File: src/rtl/seq_pattern_detector.sv
// Serial detector for a run-time programmable, maskable PAT_W-bit pattern with a
// match pulse and a stretched y_out. Define MATCH_COUNT_EN to add a saturating match_count port.
module seq_pattern_detector #(
    parameter int               PAT_W     = 4,
    parameter int               HOLD      = 2,
    parameter int               CNT_W     = 8,
    parameter logic [PAT_W-1:0] PAT_INIT  = {PAT_W{1'b1}},
    parameter logic [PAT_W-1:0] MASK_INIT = {PAT_W{1'b1}}
) (
    input  logic             clock,
    input  logic             reset,
    input  logic             enable,
    input  logic             x_in,
    input  logic             load,
    input  logic [PAT_W-1:0] pattern,
    input  logic [PAT_W-1:0] mask,
    input  logic             overlap,
`ifdef MATCH_COUNT_EN
    output logic [CNT_W-1:0] match_count,
`endif
    output logic             match_pulse,
    output logic             y_out
);
    localparam int FW = $clog2(PAT_W + 1);
    localparam int HW = $clog2(HOLD + 1);

    typedef enum logic {FILL, ARMED} state_t;

    state_t           state;
    logic [PAT_W-1:0] hist, hist_n, pat_r, mask_r;
    logic [FW-1:0]    fill, fill_n;
    logic [HW-1:0]    hold_cnt;
    logic             full_n, hit, restart;

    // In ARMED the fill counter already sits at PAT_W, so it only counts while in FILL.
    always_comb begin
        hist_n  = {hist[PAT_W-2:0], x_in};
        fill_n  = (state == ARMED) ? FW'(PAT_W) : fill + 1'b1;
        full_n  = (fill_n == FW'(PAT_W));
        hit     = full_n && (((hist_n ^ pat_r) & mask_r) == '0);
        restart = hit && !overlap;
    end

    assign y_out = (hold_cnt != '0);

    always_ff @(posedge clock or negedge reset) begin
        if (!reset) begin
            state       <= FILL;
            hist        <= '0;
            fill        <= '0;
            hold_cnt    <= '0;
            pat_r       <= PAT_INIT;
            mask_r      <= MASK_INIT;
            match_pulse <= 1'b0;
`ifdef MATCH_COUNT_EN
            match_count <= '0;
`endif
        end else if (load) begin
            state       <= FILL;
            hist        <= '0;
            fill        <= '0;
            hold_cnt    <= '0;
            pat_r       <= pattern;
            mask_r      <= mask;
            match_pulse <= 1'b0;
`ifdef MATCH_COUNT_EN
            match_count <= '0;
`endif
        end else begin
            if (enable) begin
                hist        <= hist_n;
                match_pulse <= hit;
                fill        <= restart ? '0 : fill_n;
                state       <= (restart || !full_n) ? FILL : ARMED;
            end else begin
                match_pulse <= 1'b0;
            end
            // The hold timer runs off the free clock, not the sample enable.
            if (enable && hit)
                hold_cnt <= HW'(HOLD);
            else if (hold_cnt != '0)
                hold_cnt <= hold_cnt - 1'b1;
`ifdef MATCH_COUNT_EN
            if (enable && hit && (match_count != {CNT_W{1'b1}}))
                match_count <= match_count + 1'b1;
`endif
        end
    end
endmodule

File: config.mk
export PLATFORM = sky130hd
export DESIGN_NAME = seq_pattern_detector
export DESIGN_NICKNAME = d
export VERILOG_FILES = /design/src/rtl/seq_pattern_detector.sv
export SDC_FILE = /design/constraint.sdc
export NUM_CORES = 1
export LEC_CHECK = 0
export BUFFER_PORTS_ARGS = -buffer_cell sky130_fd_sc_hd__buf_2
export CORE_MARGIN = 1.5
export CORE_UTILIZATION = 60
export CTS_BUF_LIST = sky130_fd_sc_hd__clkbuf_2
export DETAILED_ROUTE_END_ITERATION = 7
export PLACE_DENSITY_LB_ADDON = 0.12
export SYNTH_ARGS = -nofsm -noshare
export SYNTH_HDL_FRONTEND = slang
export SYNTH_SLANG_ARGS = --single-unit
File: constraint.sdc
create_clock -name clock -period 2.6 [get_ports clock]
set_input_delay 0.52 -clock clock [delete_from_list [all_inputs] [get_ports clock]]
set_output_delay 0.52 -clock clock [all_outputs]
set_load 0.02 [all_outputs]
# After elaboration in Yosys (flattened, before gate mapping)
# Cells that the tools add are included.
[totals]
register_bits = 18
inputBits = 14
output_inout_bits = 2
wordCells = 36
[classes]
add_sub_neg = 2
n_eq_ne = 1
n_mux = 14
bitwise = 2
n_reduce_logical = 10
[op_table]
columns = ["cell", "n"]
rows = [
  ["$mux W3", 6],
  ["$mux W2", 3],
  ["$mux W1", 5],
  ["$and A4 B4 Y4", 1],
  ["$logic_not A4 Y1", 1],
  ["$reduce_bool A2 Y1", 2],
  ["$xor A4 B4 Y4", 1],
  ["$add A3 B1 Y3 const B", 1],
  ["$eq A3 B3 Y1 const B", 1],
  ["$logic_and A1 B1 Y1", 3],
  ["$reduce_bool A3 Y1", 1],
  ["$logic_not A1 Y1", 2],
  ["$sub A2 B1 Y2 const B", 1],
  ["$logic_or A1 B1 Y1", 1],
]

# Logic depth before layout (Yosys ltp)
# Gate-level depths: netlist (run 1).
[logic_depth]
word_depth = 9
ltp_mapped = 5
depth_no_buf = 5

# Worst setup path before layout (run 1)
# No wires, ideal clock.
[synth_path]
kind = "register to register"
from = "reg fill[0]"
to = "reg state"
setup_ps = 94
arrival_ps = 1370
required_ps = 2506
slack_ps = 1136
stages_incl_launch_ff = 6
path_buffers = 0
synth_period_minus_slack_ps = 1464
path_cell_list = "dfrtp_1 ha_1 xor2_1 a31o_1 and3_4 a211oi_1"
[synth_between]
elab_chain_len = 9
[synth_rtl]
columns = ["element", "line", "source"]
rows = [
  ["from (decl)", "31", "logic [FW-1:0] fill, fill_n;"],
  ["from (signal assigned)", "73", "fill <= restart ? '0 : fill_n;"],
  ["$add A3 B1 Y3 *", "38", "fill_n = (state == ARMED) ? FW'(PAT_W) : fill + 1'b1;"],
  ["$mux W3 *", "38", ""],
  ["$eq A3 B3 Y1 *", "39", "full_n = (fill_n == FW'(PAT_W));"],
  ["$logic_and A1 B1 Y1", "40", "hit = full_n && (((hist_n ^ pat_r) & mask_r) == '0);"],
  ["$logic_and A1 B1 Y1", "41", "restart = hit && !overlap;"],
  ["$logic_or A1 B1 Y1 *", "74", "state <= (restart || !full_n) ? FILL : ARMED;"],
  ["$mux W1 *", "74", ""],
  ["$mux W1 *", "70", "if (enable) begin"],
  ["$mux W1 *", "58", "end else if (load) begin"],
  ["to (signal assigned)", "74", ""],
  ["to (decl)", "29", "state_t state;"],
]
# Every way passes the cells marked *; elsewhere a longest branch is shown, timed or not. The select of a mux whose other input is x is not followed.
# A chain may end at the register's enable or synchronous reset.

# Final worst setup path (run 1)
[layout_path]
from = "reg hold_cnt[0]"
to = "out y_out"
[layout_between]
elab_chain_len = 1
[layout_rtl]
columns = ["element", "line", "source"]
rows = [
  ["from (decl)", "32", "logic [HW-1:0] hold_cnt;"],
  ["from (signal assigned)", "80", "hold_cnt <= HW'(HOLD);"],
  ["from (signal assigned)", "82", "hold_cnt <= hold_cnt - 1'b1;"],
  ["$reduce_bool A2 Y1", "44", "assign y_out = (hold_cnt != '0);"],
  ["to (decl)", "22", "output logic y_out"],
]
# No other way between the ends.

==> impl_metrics.yaml, run 1 <==
cts:
  cts_setup_buffers: 0
  cts_hold_repair.buffers: 0
  cts_buffers: 3
  cts_num_sinks: 18
  clock-root-buffer: "clkbuf_2"
  cts.clk_slew.worst_paths_ns: 0.16
  insertion_delay_ns: 0.29
  cts_tree: "done"
  ctsLongestPathBuffers: 2
  ctsResizeCount: 0
  cts_max_level: 1
power:
  power_density_nw_per_um2: 605
  ir_drop_mv: 0.497
  total_power_w: 0.000571
  p_leak_nw: 0.458
floorplan:
  fp.coreArea_um2: 1300
  num_rows: 13
  die_h_um: 40.5
  design.die.area_um2: 1640
  initial_utilization_pct: 65.0
  num_io_pins: 16
  die_x_um: 40.5
placement:
  dpl.hpwl_um: 998
  gp_congestion: 0.718
  preCtsSetupSlack_ns: 0.964
  port_buffers: 15
finish:
  seqCellArea_um2: 460
  final_util_pct: 72.6
  n_antenna_cell: 0
  fillers: 104
  syn2layout_area_growth_pct: 11.7
  multi_input_area_um2: 353
  final_nets: 103
  drive_gt1_share_pct: 40.7
min_path:
  min_path_type: "input pin to asynchronous set/reset pin"
sta:
  clock.fmax_mhz: 586
  slew_violations: 0
  fin_tns_setup_ns: 0
  worstMarginPinSlew_ns: 0.366
  finalWorstSetupSlack_ns: 0.893
  holdWs_ns: 0.106
  fin_skew_ns: 0.00837
  fin_crit_ns: 1.71
  setup_viol_count_final: 0
  timing.final.hold_violations: 0
  maxSlewHeadroom_pct: 75.6
  rsz0062_at_grt: "false"
  post-route-period-util_pct: 65.7
routing:
  ant_nets: 0
  vias: 558
  drc_errors: 0
  wirelength_mm: 1.30
  wire_per_inst_um: 12.9
  viasPerCell: 5.52
  drtIter0Drc: 8
  drt_first_pass_iters: 4
global_route:
  first_global_vias: 508
  grt_remaining_overflow: 0
  antenna_found_initial: 0
  grt_start_max_net_pins: 19
  grt_usage_pct: 20.8
  grt_pass1_wl_mm: 2.13
yosys:
  ys_types: 23
  synth_warnings: 0
  yosysSeqAreaShare_pct: 54.4
  synth_edf_count: 0
  syn_nets: 86
  ys.flop_type: "dfrtp_1"
  synth_area_per_cell_um2: 12.1
  synth_area_um2: 846
  async_flop_share_pct: 100
  syn-instance-count: 70
  synth-seq-cells: 18
worst_setup_path:
  crit_path_end_kind: "primary output"
  required_ns: 2.08
  crit_fanout: 4
  critPathKind: "flip-flop to primary output"
  cp.arrival_ns: 1.19
  cp-start-kind: "flip-flop"
status:
  status: "finished, final reports clean"
run:
  cap_violations: 0
Yosys cell counts (2+ instances only):
| cell | instances | area (um2) |
|---|---|---|
| dfrtp_1 | 10 | 250 |
| nand3_1 | 2 | 10.0 |
| xor2_1 | 6 | 52.6 |
| a211oi_1 | 2 | 15.0 |
| nor2_1 | 7 | 26.3 |
| ha_1 | 2 | 25.0 |
| dfstp_2 | 8 | 210 |
| a21oi_1 | 3 | 15.0 |
| inv_1 | 5 | 18.8 |
| mux2i_1 | 4 | 40.0 |
| buf_2 | 2 | 10.0 |
| mux2_2 | 8 | 90.1 |
flip-flops by register name, indices dropped and copies added, names as in the netlist:
register	flops
mask_r	4
pat_r	4
fill	3
hist	3
hold_cnt	2
match_pulse	1
state	1
layer usage:
layer | part of all wire (%) | routed length [um] | GRT usage, %
met3 | 2.6 | 34 | 5.00
met1 | 42 | 552 | 24.5
met4 | 2.0 | 26 | 12.5
met2 | 53 | 690 | 33.7
met5 | 0 | 0 | 0
cells by family after synthesis:
logic type | after synthesis | share of synthesized area, %
AO/OA/AOI/OAI | 11 | 9.32
adder cells (fa/ha/maj) | 2 | 2.96
XOR/XNOR | 6 | 6.21
multiplexers | 12 | 15.4
flip-flops | 18 | 54.4
buffers and inverters | 8 | 3.85
AND/OR/NAND/NOR | 13 | 7.84
layout make-up:
cell class              instances  area share, %
well taps                      15           1.99
inverters                       5           1.99
clock buffers                   3           1.59
flip-flops and latches         18           48.7
clock inverters                 1          0.397
multi-input cells              44           37.4
repair buffers                 15           7.95
cell usage in the layout (no fill, tap or decap), drive strengths merged, types with 3 or more instances in the layout:
cell    synthesis  layout
mux2i           4       4
inv             5       5
a21oi           3       3
dfrtp          10      10
dfstp           8       8
mux2            8       8
clkbuf          0       3
nor2            7       7
xor2            6       6
buf             3      15
final timing paths:
check                             from     endpoint  slack (ns)  depth (start not counted)
max                        hold_cnt[0]        y_out        0.89                          4
min                              reset  hold_cnt[0]        0.11                          1
max reg2reg                    fill[0]      fill[2]        0.97                          5
min reg2reg                    fill[1]      fill[1]        0.56                          2
max in group asynchronous        reset    mask_r[1]        2.18                          1
min in group clock             mask[3]    mask_r[3]        0.44                          2
report_power, final:
part,total (W),internal (W),leakage [nW],switching [W]
sequential,0.000333,0.000316,0.220,0.0000172
combinational,0.000125,0.0000586,0.224,0.0000663
clock,0.000113,0.0000334,0.0140,0.0000800
critical path: stages (launching register included):
cell and delay [ns]:
dfrtp_1 0.42, inv_1 0.06, ha_1 0.21, inv_1 0.05, buf_2 0.15
metrics by stage:
| step | std cells | instance area [um2] |
|---|---|---|
| after global routing | 101 | 945 |
| after CTS | 101 | 945 |
| after detailed placement | 97 | 926 |
| after global placement | 97 | 926 |
| final | 101 | 945 |
| after floorplan | 70 | 846 |
No activity file was read; power rests on OpenSTA's default activity.
==> run 2, diff against run 1 <==
--- a/config.mk
+++ b/config.mk
@@ -5,9 +5,10 @@
 export SDC_FILE = /design/constraint.sdc
 export NUM_CORES = 1
 export LEC_CHECK = 0
+export ABC_AREA = 1
 export BUFFER_PORTS_ARGS = -buffer_cell sky130_fd_sc_hd__buf_2
 export CORE_MARGIN = 1.5
-export CORE_UTILIZATION = 60
+export CORE_UTILIZATION = 56
 export CTS_BUF_LIST = sky130_fd_sc_hd__clkbuf_2
 export DETAILED_ROUTE_END_ITERATION = 7
 export PLACE_DENSITY_LB_ADDON = 0.12
==> constraint.sdc (replaced) <==
create_clock -name clock -period 1.7 [get_ports clock]
set_input_delay 0.34 -clock clock [delete_from_list [all_inputs] [get_ports clock]]
set_output_delay 0.34 -clock clock [all_outputs]
set_load 0.02 [all_outputs]
==> run 2 against run 1 <==
Wire length rose by 15%. Via count grew 28%. Global-route usage decreased by 0.99 points. Largest power group unchanged.
==> impl_metrics.yaml, run 2 <==
floorplan:
  die_x_um: 42.3
  fp.coreArea_um2: 1470
  design.die.area_um2: 1790
  num_rows: 14
  num_io_pins: 16
  initial_utilization_pct: 58.8
  die_h_um: 42.3
finish:
  final_util_pct: 66.9
  fillers: 138
  n_antenna_cell: 0
  final_nets: 145
  layout_commonest_cell: "nand2_1"
  reg_top3: "mask_r (4), pat_r (4)"
  seqCellArea_um2: 460
  syn2layout_area_growth_pct: 13.7
  drive_gt1_share_pct: 22.7
  mostFrequentLayoutCells: "37 x nand2_1, 21 x inv_1, 15 x buf_2"
  multi_input_area_um2: 318
  finalInstanceArea_um2: 985
sta:
  slew_violations: 0
  post-route-period-util_pct: 88.6
  timing.final.hold_violations: 0
  fin_crit_ns: 1.51
  fin_tns_setup_ns: 0
  holdWs_ns: 0.222
  fin_skew_ns: 0.000913
  worstMarginPinSlew_ns: 0.396
  rsz0062_at_grt: "false"
  maxSlewHeadroom_pct: 73.6
  setup_viol_count_final: 0
  clock.fmax_mhz: 664
worst_setup_path:
  critPathKind: "flip-flop to primary output"
  cp.arrival_ns: 1.17
  required_ns: 1.36
  cp-start-kind: "flip-flop"
  crit_path_end_kind: "primary output"
  crit_fanout: 3
yosys:
  ys.flop_type: "dfrtp_1"
  synth_top_area_share_pct: 28.9
  async_flop_share_pct: 100
  synthAdderAreaFrac_pct: 2.89
  synth_edf_count: 0
  synth_area_um2: 866
  yosys-top-cells-area: "dfrtp_1 29%, dfstp_2 24%, nand2_1 16%"
  syn_nets: 125
  ys_top_cells_by_count: "37 x nand2_1, 21 x inv_1, 12 x nand3_1"
  synth-compound-area-share_pct: 7.37
  synth_xor_area_share_pct: 0
  yosysMostFrequentCell: "nand2_1"
  synth_warnings: 0
  synth-seq-cells: 18
  synth_top_area_cell: "dfrtp_1"
  ys_types: 14
  synth.area.mux_share_pct: 0
  synth_simple_gate_area_share_pct: 26.4
  syn-instance-count: 109
  synth_top_family_by_area: "simple AND/OR/NAND/NOR gates"
  synth_area_per_cell_um2: 7.94
  yosysSeqAreaShare_pct: 53.2
cts:
  cts.clk_slew.worst_paths_ns: 0.16
  cts_setup_buffers: 0
  ctsLongestPathBuffers: 2
  insertion_delay_ns: 0.29
  clock-root-buffer: "clkbuf_2"
  cts_buffers: 3
  cts_tree: "done"
  cts_num_sinks: 18
  cts_max_level: 1
power:
  total_power_w: 0.000939
  switchingPower_w: 0.000302
  swShare_pct: 32.1
  ir_drop_mv: 0.455
  clockPowerShare_pct: 18.9
  p_leak_nw: 0.547
  p_int_w: 0.000637
  power_frac_seq_pct: 54.5
  power_density_nw_per_um2: 954
  p_comb_share_pct: 26.6
routing:
  drt_first_pass_iters: 3
  vias: 713
  drtIter0Drc: 7
  drc_errors: 0
  ant_nets: 0
  wire_per_inst_um: 10.4
  wirelength_mm: 1.50
  viasPerCell: 4.95
global_route:
  antenna_found_initial: 0
  grt_pass1_wl_mm: 2.65
  grt_usage_pct: 19.8
  first_global_vias: 657
  grt_start_max_net_pins: 19
  grt_remaining_overflow: 0
placement:
  port_buffers: 15
  gp_congestion: 0.787
  dpl.hpwl_mm: 1.13
  placed_area_um2: 956
run:
  cap_violations: 0
status:
  status: "finished, final reports clean"
min_path:
  min_path_type: "input pin to flip-flop"
-- run 2: cell count changes after synthesis, sizes merged, moves of 2 or more --
| cell | before | now |
|---|---|---|
| xor2 | 6 | 0 |
| inv | 5 | 22 |
| mux2 | 8 | 0 |
| o22ai | 1 | 3 |
| nand2 | 0 | 37 |
| mux2i | 4 | 0 |
| nor2 | 7 | 5 |
| nand3 | 2 | 12 |
| a211oi | 2 | 0 |
| o21ai | 0 | 7 |
| buf | 3 | 1 |
| a21oi | 3 | 0 |
-- run 2: final timing paths --
check,slack (ns),depth (start not counted),start,endpoint
max,0.19,4,hold_cnt[0],y_out
min,0.22,3,mask[3],mask_r[3]
max reg2reg,0.30,7,fill[0],hold_cnt[1]
min reg2reg,0.47,2,mask_r[2],mask_r[2]
max in group asynchronous,0.91,2,reset,pat_r[1]
min in group asynchronous,0.48,2,reset,match_pulse
-- run 2: metal layers --
| layer | GRT usage [%] | share of wire, % | wire length [um] | vias to the layer above |
|---|---|---|---|---|
| met4 | 5.63 | 0.47 | 7 | 0 |
| met5 | 0 | 0 | 0 | - |
| met3 | 3.88 | 4.4 | 66 | 2 |
| met2 | 33.2 | 46 | 695 | 15 |
| li1 | - | - | - | 378 |
| met1 | 26.0 | 49 | 729 | 318 |
-- run 2: cell type report --
type	count	share of cell area, %
clock buffer	3	1.52
clock inverter	1	0.381
inverter	22	8.39
multi-input combinational	68	32.3
sequential	18	46.8
tap	16	2.03
timing repair buffer	16	8.64
-- run 2: kinds of logic (layout without fill, tap and decap cells) --
logic type,after synthesis,count (layout)
DFF,18,18
AOI/OAI and AO/OA,11,11
adders and majority gates,2,2
buffers and inverters,23,42
and+or+nand+nor,55,55
-- run 2: power groups by stage --
stage                     registers [W]  clock network, W  logic (W)
after floorplan                0.000515                 0   0.000181
after global placement         0.000519                 0   0.000238
after detailed placement       0.000520                 0   0.000251
after CTS                      0.000513          0.000186   0.000254
after global routing           0.000518          0.000197   0.000287
final                          0.000512          0.000178   0.000250
-- run 2: what timing repair did --
action                    in CTS  in global routing
gates resized for setup        0                  0
hold buffers                   1                  0
hold endpoints to repair      10                  0
-- run 2: worst max-delay path, cell delays in order (launching register included) --
cell	delay, ns
dfrtp_1	0.39
inv_1	0.08
ha_1	0.19
inv_1	0.06
buf_2	0.15
-- run 2: stage by stage --
| step | cells | worst slack, ns |
|---|---|---|
| 3_3_place_gp | 139 | 0.379 |
| 6_report | 144 | 0.194 |
| 4_1_cts | 144 | 0.174 |
| 2_1_floorplan | 109 | 0.420 |
| 3_5_place_dp | 139 | 0.327 |
| 5_1_grt | 144 | 0.101 |
